File: config.mk
export PLATFORM = sky130hd
export DESIGN_NAME = mem_boot_loader
export DESIGN_NICKNAME = d
export VERILOG_FILES = /design/src/rtl/mem_boot_loader.sv
export SDC_FILE = /design/constraint.sdc
export NUM_CORES = 1
export LEC_CHECK = 0
export ABC_CLOCK_PERIOD_IN_PS = 5000
export BUFFER_PORTS_ARGS = -buffer_cell sky130_fd_sc_hd__buf_2
export CAP_MARGIN = 20
export CORE_MARGIN = 5
export CORE_UTILIZATION = 54
export DETAILED_ROUTE_END_ITERATION = 6
export GPL_ROUTABILITY_DRIVEN = 1
export PLACE_DENSITY = 0.95
export RECOVER_POWER = 100
export SYNTH_ARGS = -nofsm -noshare
export SYNTH_HDL_FRONTEND = slang
export SYNTH_SLANG_ARGS = --single-unit
File: constraint.sdc
create_clock -name clk -period 5 [get_ports clk]
set_input_delay 0.75 -clock clk [delete_from_list [all_inputs] [get_ports clk]]
set_output_delay 0.75 -clock clk [all_outputs]
set_load 0.02 [all_outputs]
File: src/rtl/mem_boot_loader.sv
// Boot sequencer: holds the core in reset while a byte stream is packed into
// little-endian words and written from address 0, then hands the memory port to the datapath.
module mem_boot_loader #(
    parameter int DATA_WIDTH = 32,
    parameter int ADDR_WIDTH = 8,
    parameter int WORD_COUNT = 64
) (
    input  logic                  clk,
    input  logic                  reset,
    input  logic                  load_start,
    input  logic                  byte_valid,
    input  logic [7:0]            byte_data,
    output logic                  byte_ready,
    input  logic [ADDR_WIDTH-1:0] cpu_addr,
    input  logic [DATA_WIDTH-1:0] cpu_wdata,
    input  logic                  cpu_we,
    output logic [ADDR_WIDTH-1:0] mem_addr,
    output logic [DATA_WIDTH-1:0] mem_wdata,
    output logic                  mem_we,
    output logic                  cpu_hold,
    output logic                  load_done,
    output logic [ADDR_WIDTH:0]   word_cnt
);

    typedef enum logic [1:0] {IDLE, COLLECT, WRITE, RUN} state_t;

    localparam logic [ADDR_WIDTH-1:0] LAST_ADDR = ADDR_WIDTH'(WORD_COUNT - 1);
    localparam logic [ADDR_WIDTH-1:0] ADDR_ONE  = ADDR_WIDTH'(1);
    localparam logic [ADDR_WIDTH:0]   CNT_ONE   = (ADDR_WIDTH + 1)'(1);

    state_t                state_reg, state_next;
    logic [ADDR_WIDTH-1:0] load_addr_reg, load_addr_next;
    logic [1:0]            byte_idx_reg, byte_idx_next;
    logic [DATA_WIDTH-1:0] asm_reg, asm_next;
    logic [ADDR_WIDTH:0]   word_cnt_reg, word_cnt_next;
    logic                  cpu_hold_reg, load_done_reg;
    logic                  restart;

    always_ff @(posedge clk or posedge reset) begin
        if (reset) begin
            state_reg     <= IDLE;
            load_addr_reg <= '0;
            byte_idx_reg  <= '0;
            asm_reg       <= '0;
            word_cnt_reg  <= '0;
            cpu_hold_reg  <= 1'b1;
            load_done_reg <= 1'b0;
        end else begin
            state_reg     <= state_next;
            load_addr_reg <= load_addr_next;
            byte_idx_reg  <= byte_idx_next;
            asm_reg       <= asm_next;
            word_cnt_reg  <= word_cnt_next;
            cpu_hold_reg  <= (state_next != RUN);
            load_done_reg <= (state_next == RUN);
        end
    end

    // A write in flight always completes, so load_start is ignored in WRITE.
    assign restart = load_start && (state_reg != WRITE);

    always_comb begin
        state_next     = state_reg;
        load_addr_next = load_addr_reg;
        byte_idx_next  = byte_idx_reg;
        asm_next       = asm_reg;
        word_cnt_next  = word_cnt_reg;
        case (state_reg)
            IDLE: ;
            COLLECT: begin
                if (byte_valid) begin
                    asm_next[{byte_idx_reg, 3'b000} +: 8] = byte_data;
                    byte_idx_next = byte_idx_reg + 2'd1;
                    if (byte_idx_reg == 2'd3) begin
                        state_next = WRITE;
                    end
                end
            end
            WRITE: begin
                word_cnt_next = word_cnt_reg + CNT_ONE;
                if (load_addr_reg == LAST_ADDR) begin
                    state_next = RUN;
                end else begin
                    load_addr_next = load_addr_reg + ADDR_ONE;
                    byte_idx_next  = 2'd0;
                    state_next     = COLLECT;
                end
            end
            RUN: ;
            default: state_next = IDLE;
        endcase
        // Restart overrides any byte accepted in the same cycle.
        if (restart) begin
            state_next     = COLLECT;
            load_addr_next = '0;
            byte_idx_next  = 2'd0;
            word_cnt_next  = '0;
            asm_next       = '0;
        end
    end

    always_comb begin
        if (state_reg == RUN) begin
            mem_addr  = cpu_addr;
            mem_wdata = cpu_wdata;
            mem_we    = cpu_we;
        end else begin
            mem_addr  = load_addr_reg;
            mem_wdata = asm_reg;
            mem_we    = (state_reg == WRITE);
        end
    end

    assign byte_ready = (state_reg == COLLECT);
    assign cpu_hold   = cpu_hold_reg;
    assign load_done  = load_done_reg;
    assign word_cnt   = word_cnt_reg;

endmodule

==> results of run 1 <==
==> layout make-up <==
| cell class | instances | share of cell area [%] |
|---|---|---|
| clock inverters | 3 | 0.785 |
| multi-input cells | 181 | 41.3 |
| well taps | 72 | 2.57 |
| inverters | 8 | 0.856 |
| repair buffers | 106 | 13.2 |
| clock buffers | 5 | 1.96 |
| flip-flops and latches | 55 | 39.3 |
==> worst reg2reg max path, stage by stage, from the launching register on <==
cell and delay, ps:
sky130_fd_sc_hd__dfrtp_1 420, sky130_fd_sc_hd__inv_1 80, sky130_fd_sc_hd__ha_1 410, sky130_fd_sc_hd__nand2b_1 410, sky130_fd_sc_hd__nand2_1 190, sky130_fd_sc_hd__nor4_1 1110, sky130_fd_sc_hd__a22o_1 270
==> per-layer routing <==
layer | track usage (%) | share of wire (%) | vias up
li1 | - | - | 1156
met1 | 27.6 | 40 | 1275
met2 | 37.2 | 52 | 90
met3 | 3.63 | 5.7 | 11
met4 | 6.87 | 1.7 | 0
met5 | 0 | 0 | -
==> final timing paths <==
check                                         from                      endpoint  cells after the start
max                         state_reg[1]$_DFF_PP0_                 mem_wdata[15]                      3
min                                          reset       asm_reg[26]$_DFFE_PP0P_                      2
max reg2reg                 state_reg[0]$_DFF_PP0_       asm_reg[28]$_DFFE_PP0P_                      6
min reg2reg                word_cnt[8]$_DFFE_PP0P_       word_cnt[8]$_DFFE_PP0P_                      1
max in group asynchronous                    reset  load_addr_reg[5]$_DFFE_PP0P_                      3
min in group clk           word_cnt[8]$_DFFE_PP0P_       word_cnt[8]$_DFFE_PP0P_                      1
==> stage by stage <==
step | util, % | worst slack [ps]
after CTS | 67.0 | 2030
final | 64.5 | 1430
after detailed placement | 65.2 | 2370
after global placement | 65.2 | 2510
after floorplan | - | 2710
after global routing | 64.5 | 1190
==> power by group through the flow <==
stage	registers, mW	logic [mW]	clock network, mW
finish	0.483	0.189	0.258
global route	0.485	0.209	0.283
CTS	0.485	0.213	0.260
detailed placement	0.494	0.212	0
global placement	0.493	0.202	0
floorplan	0.488	0.153	0
==> cell usage after synthesis (2+ instances only) <==
cell and number:
sky130_fd_sc_hd__dfrtp_1 54, sky130_fd_sc_hd__mux2_2 40, sky130_fd_sc_hd__a22o_1 34, sky130_fd_sc_hd__nand2_1 24
sky130_fd_sc_hd__ha_1 10, sky130_fd_sc_hd__a21oi_1 9, sky130_fd_sc_hd__inv_1 8, sky130_fd_sc_hd__mux2i_1 7
sky130_fd_sc_hd__o21ai_0 6, sky130_fd_sc_hd__buf_2 5, sky130_fd_sc_hd__nand3_1 5, sky130_fd_sc_hd__and3_1 4
sky130_fd_sc_hd__nand4_1 3, sky130_fd_sc_hd__nor2_1 3, sky130_fd_sc_hd__o22ai_1 3, sky130_fd_sc_hd__a211oi_1 2
sky130_fd_sc_hd__and2_1 2, sky130_fd_sc_hd__clkbuf_1 2, sky130_fd_sc_hd__nor2b_1 2, sky130_fd_sc_hd__nor4_4 2
sky130_fd_sc_hd__xnor2_1 2, sky130_fd_sc_hd__xor2_1 2
==> cell families (layout without fill, tap and decap cells) <==
family / count (synthesis) / count (layout)
simple gates: 55 / 55
fa+ha+maj: 10 / 10
xor+xnor: 4 / 4
mux: 47 / 47
buf+inv: 17 / 122
compound gates: 65 / 65
flops: 55 / 55
==> cells in the final DEF, fill, tap and decap left out, types with 2 or more instances in the layout <==
cell type,synthesis,layout
sky130_fd_sc_hd__a211oi_1,2,3
sky130_fd_sc_hd__a21oi_1,9,9
sky130_fd_sc_hd__a22o_1,34,34
sky130_fd_sc_hd__and3_1,4,4
sky130_fd_sc_hd__buf_2,5,53
sky130_fd_sc_hd__clkbuf_1,2,53
sky130_fd_sc_hd__clkbuf_8,0,5
sky130_fd_sc_hd__dfrtp_1,54,54
sky130_fd_sc_hd__ha_1,10,10
sky130_fd_sc_hd__inv_1,8,8
sky130_fd_sc_hd__mux2_2,40,40
sky130_fd_sc_hd__mux2i_1,7,7
sky130_fd_sc_hd__nand2_1,24,26
sky130_fd_sc_hd__nand3_1,5,5
sky130_fd_sc_hd__nand4_1,3,3
sky130_fd_sc_hd__nor2_1,3,4
sky130_fd_sc_hd__nor2b_1,2,2
sky130_fd_sc_hd__nor4_1,0,2
sky130_fd_sc_hd__o21ai_0,6,6
sky130_fd_sc_hd__o22ai_1,3,3
sky130_fd_sc_hd__xnor2_1,2,2
sky130_fd_sc_hd__xor2_1,2,2
==> run_results.csv, run 1 <==
group,metric,value,unit
clocking,cts-hold-fix-buffers,0,
cells_and_area,num_antenna_cells,0,
clocking,cts_resized,0,
cells_and_area,postLayoutCellArea,3510,um^2
die,die_h,84.3,um
routing,detail_route.first_pass.iterations,4,
sta,setup-violations-final,0,
critical_path,timing.setup.critical_path_class,"register to output port",
cells_and_area,fill_cells,466,
global_route,first_global_vias,2559,
sta,grt_setup_unrepaired,"no",
pwr,power.density_cell_area,265,nW/um^2
sta,upper_clock_frequency_limit,280,MHz
synth,post_synth_inst_count,253,
die,core,5440,um^2
pwr,switchingPower,0.292,mW
critical_path,cp_num_buf_inv,1,
clocking,clk_path_buf_depth,2,
synth,yosysSeqAreaShare,46.2,%
cells_and_area,finalNonFillerCells,430,
outcome,failed_checks,"capacitance limit, slew limit",
sta,setup-tns-final,0,ps
place,place_inst,421,
critical_path,worst-endpoint-required,4250,ps
die,io_pins,106,
sta,timing.max_slew.rel_slack,-46.0,%
critical_path,slowest_stage,"sky130_fd_sc_hd__ha_1",
critical_path,worst_setup_path_end_kind,"output port",
die,initial_standard_cell_utilization_of_the_core,54.8,%
pwr,leakage,1.72,nW
critical_path,critical-path-top-delay-family,"adder cells",
pwr,power.share.combinational,20.3,%
routing,drt-vias-per-instance,5.89,
synth,fraction_of_registers_with_async_set_reset,100,%
synth,synth_xor_area_share,1.17,%
place,portBuffers,105,
clocking,cts_root_buffer,"sky130_fd_sc_hd__clkbuf_8",
global_route,antenna_found_initial,0,
synth,synth_top_flop_cell,"sky130_fd_sc_hd__dfrtp_1",
critical_path,r2r_setup_slack,2050,ps
die,fp.dieArea,7110,um^2
synth,largest_family_of_logic_cells_by_synthesized_area,"multiplexers",
synth,yosys.area.top_type,"sky130_fd_sc_hd__dfrtp_1",
critical_path,worst-path-max-fanout,42,
synth,ys_warn_count,0,
global_route,grt_overflow,0,
synth,synth_edf_count,0,
routing,route.vias.total,2532,
cells_and_area,syn_to_final_growth,17.7,%
synth,syn_area_per_cell,11.8,um^2
pwr,p_int,0.638,mW
cells_and_area,multi_input_area,1450,um^2
cells_and_area,finish.net_count,420,
synth,yosysTopAreaCellShare,45.3,%
synth,yosys-mux-area-fraction,17.5,%
place,final_weighted_congestion_in_routability_driven_placement,0.875,
cells_and_area,largest_reg_flops,32,
routing,wl_per_cell,18.1,um
pwr,peak_supply_drop,0.204,mV
synth,synthesis.nets,316,
routing,routed_wl,7780,um
global_route,grt_max_degree,56,
critical_path,arrival,2820,ps
critical_path,crit_path_cell_trace,"ha_1, mux2_2, clkbuf_1",
clocking,cts_buffers,5,
pwr,finalPower,0.930,mW
sta,hold-worst-slack,448,ps
hold_path,timing.hold.worst.class,"primary input to asynchronous set/reset pin",
synth,post_synth_fa_ha_maj_area_fraction,4.20,%
pwr,power_frac_clock,27.7,%
global_route,grt_usage,21.5,%
sta,hold_viol_final,0,
die,num_rows,27,
synth,synth.ff_latch_count,55,
synth,post_synthesis_simple_gate_area_fraction,11.5,%
clocking,cts_setup_buffers,0,
clocking,clock-sinks,55,
sta,fin_crit,3570,ps
routing,drt_iter0_markers,209,
global_route,global_route_wire_length_before_repair,12500,um
sta,max_slew.worst_pin.slew,2190,ps
outcome,outcome,"finished, violations left",
pwr,power_switching_share,31.4,%
sta,final_min_period_over_clock_period,71.4,%
clocking,cts.clk_slew.worst_paths,100,ps
place,post-dp-hpwl,5720,um
pwr,power.share.sequential,51.9,%
synth,synthTopCellsByArea,"sky130_fd_sc_hd__dfrtp_1 45%, sky130_fd_sc_hd__mux2_2 15%, sky130_fd_sc_hd__a22o_1 10%",
synth,synth-compound-area-share,16.8,%
flow_run,max_cap_violations,2,
cells_and_area,drive_above_1_share,28.8,%
synth,syn_area,2980,um^2
routing,postRouteAntennaNets,0,
cells_and_area,ff_latch_area,1380,um^2
clocking,cts_h_tree_depth,2,
clocking,tritoncts,"built",
synth,ys_types,46,
critical_path,max_stage_delay,1430,ps
clocking,worstSkewPairLatency,310,ps
critical_path,worstSetupStartpointType,"register",
sta,setup_skew_after_layout,13.2,ps
die,die_width,84.3,um
place,total_cell_area_at_the_placement_stage,3550,um^2
routing,detail_route.drc_violations,0,
sta,maxSlewViolCount,86,
Power figures use the tool's default switching activity.
==> inputs of run 2 (changes only) <==
--- a/config.mk
+++ b/config.mk
@@ -5,14 +5,14 @@
 export SDC_FILE = /design/constraint.sdc
 export NUM_CORES = 1
 export LEC_CHECK = 0
-export ABC_CLOCK_PERIOD_IN_PS = 5000
+export ABC_CLOCK_PERIOD_IN_PS = 3200
 export BUFFER_PORTS_ARGS = -buffer_cell sky130_fd_sc_hd__buf_2
 export CAP_MARGIN = 20
 export CORE_MARGIN = 5
-export CORE_UTILIZATION = 54
+export CORE_UTILIZATION = 45
 export DETAILED_ROUTE_END_ITERATION = 6
 export GPL_ROUTABILITY_DRIVEN = 1
-export PLACE_DENSITY = 0.95
+export PLACE_DENSITY = 0.87
 export RECOVER_POWER = 100
 export SYNTH_ARGS = -nofsm -noshare
 export SYNTH_HDL_FRONTEND = slang
==> constraint.sdc (replaced) <==
create_clock -name clk -period 3.2 [get_ports clk]
set_input_delay 0.48 -clock clk [delete_from_list [all_inputs] [get_ports clk]]
set_output_delay 0.48 -clock clk [all_outputs]
set_load 0.02 [all_outputs]
==> run_results.csv, run 2 (synthesis results as in run 1) <==
group,metric,value,unit
outcome,outcome,"completed",
cells_and_area,finish.net_count,422,
pwr,leakage,1.73,nW
sta,setup-tns-final,0,ps
clocking,cts_buffers,5,
routing,postRouteAntennaNets,0,
die,num_rows,29,
critical_path,worst-endpoint-required,2720,ps
die,core,6390,um^2
critical_path,arrival,2340,ps
critical_path,reg2reg_from,"state_reg[0]$_DFF_PP0_",
sta,maxSlewViolCount,0,
sta,max_slew.worst_pin.slew,1360,ps
routing,detail_route.first_pass.iterations,4,
die,die_h,91.4,um
sta,setup_skew_after_layout,12.9,ps
routing,route.vias.total,2445,
global_route,grt_overflow,0,
critical_path,slowest_stage,"sky130_fd_sc_hd__ha_2",
global_route,first_global_vias,2435,
place,portBuffers,105,
routing,drt_iter0_markers,108,
cells_and_area,largest_reg_flops,32,
cells_and_area,mostFrequentLayoutCells,"55 x sky130_fd_sc_hd__buf_2, 54 x sky130_fd_sc_hd__dfrtp_1, 54 x sky130_fd_sc_hd__clkbuf_1, 40 x sky130_fd_sc_hd__mux2_2, 34 x sky130_fd_sc_hd__a22o_1",
critical_path,critPathLaunch,"state_reg[1]$_DFF_PP0_",
sta,final_min_period_over_clock_period,88.2,%
clocking,cts.clk_slew.worst_paths,100,ps
place,final_weighted_congestion_in_routability_driven_placement,0.797,
global_route,antenna_found_initial,0,
clocking,cts_h_tree_depth,2,
critical_path,critical-path-top-cell-by-count,"sky130_fd_sc_hd__clkbuf_1",
clocking,tritoncts,"built",
critical_path,worst-path-max-fanout,29,
critical_path,worstSetupStartpointType,"register",
clocking,worstSkewPairLatency,310,ps
clocking,clk_path_buf_depth,2,
critical_path,max_stage_delay,660,ps
sta,fin_crit,2820,ps
routing,detail_route.drc_violations,0,
clocking,clock-sinks,55,
global_route,global_route_wire_length_before_repair,12400,um
sta,upper_clock_frequency_limit,354,MHz
critical_path,timing.setup.critical_path_class,"register to output port",
clocking,cts-hold-fix-buffers,0,
hold_path,timing.hold.worst.class,"primary input to register",
hold_path,timing.hold.worst.start,"load_start",
cells_and_area,drive_above_1_share,30.6,%
routing,routed_wl,7470,um
clocking,cts_root_buffer,"sky130_fd_sc_hd__clkbuf_8",
critical_path,worst_setup_path_end_kind,"output port",
cells_and_area,num_antenna_cells,0,
cells_and_area,syn_to_final_growth,19.7,%
place,post-dp-hpwl,5670,um
clocking,cts_setup_buffers,0,
sta,setup-violations-final,0,
critical_path,crit_path_cell_trace,"ha_2, clkbuf_1, mux2_2, clkbuf_1",
pwr,finalPower,1.46,mW
routing,drt-vias-per-instance,5.59,
routing,wl_per_cell,17.1,um
clocking,cts_resized,0,
die,initial_standard_cell_utilization_of_the_core,46.7,%
sta,timing.max_slew.rel_slack,9.20,%
global_route,grt_usage,17.9,%
cells_and_area,fill_cells,597,
die,die_width,91.4,um
global_route,grt_max_degree,56,
pwr,power.density_cell_area,409,nW/um^2
sta,hold_viol_final,0,
die,fp.dieArea,8350,um^2
pwr,peak_supply_drop,0.231,mV
sta,grt_setup_unrepaired,"no",
flow_run,max_cap_violations,0,
die,io_pins,106,
cells_and_area,leading_cell_type_in_the_layout_fill_and_taps_excluded,"sky130_fd_sc_hd__buf_2",
-- run 2: area by class of cell --
type,count,area (um^2),share of cell area (%)
clock inverters,1,8.76,0.245
well taps,77,96.3,2.70
multi-input cells,181,1500,41.9
repair buffers,108,474,13.3
inverters,8,30.0,0.842
clock buffers,7,86.3,2.42
flip-flops and latches,55,1380,38.6
-- run 2: critical path: cells and delay by family (launching register included) --
| family | cells | cell delay (ps) |
|---|---|---|
| fa+ha+maj | 1 | 660 |
| flops | 1 | 410 |
| mux | 1 | 390 |
| buf+inv | 2 | 590 |
-- run 2: report_power, final --
group / switching [mW] / leakage (nW) / internal, mW
logic: 0.192 / 0.928 / 0.116
registers: 0.0315 / 0.758 / 0.724
clock network: 0.218 / 0.0484 / 0.178
-- run 2: layer usage --
| layer | global-route usage (%) | up-vias | wire length [um] |
|---|---|---|---|
| li1 | - | 1162 | - |
| met2 | 30.9 | 64 | 3970 |
| met5 | 0 | - | 0 |
| met1 | 23.3 | 1210 | 3060 |
| met4 | 5.26 | 0 | 109 |
| met3 | 2.56 | 9 | 333 |
-- run 2: metrics by stage --
| step | area (um^2) | hold WS, ps | utilization, % | setup slack, ps | cells |
|---|---|---|---|---|---|
| finish | 3570 | 434 | 55.9 | 376 | 437 |
| global route | 3570 | 430 | 55.9 | 220 | 437 |
| CTS | 3660 | 419 | 57.4 | 508 | 436 |
| detailed placement | 3570 | 488 | 55.9 | 851 | 428 |
| global placement | 3570 | 461 | 55.9 | 944 | 428 |
| floorplan | 2980 | 469 | - | 1180 | 253 |
-- run 2: path summary, 6_finish.rpt --
kind / to / slack [ps] / cells past startpoint
min in group asynchronous: asm_reg[3]$_DFFE_PP0P_ / 440 / 2
max in group asynchronous: state_reg[0]$_DFF_PP0_ / 960 / 3
worst min-delay path: load_addr_reg[6]$_DFFE_PP0P_ / 430 / 2
worst max-delay path: mem_addr[2] / 380 / 4
worst max register to register: asm_reg[6]$_DFFE_PP0P_ / 750 / 6
worst min register to register: word_cnt[8]$_DFFE_PP0P_ / 500 / 1
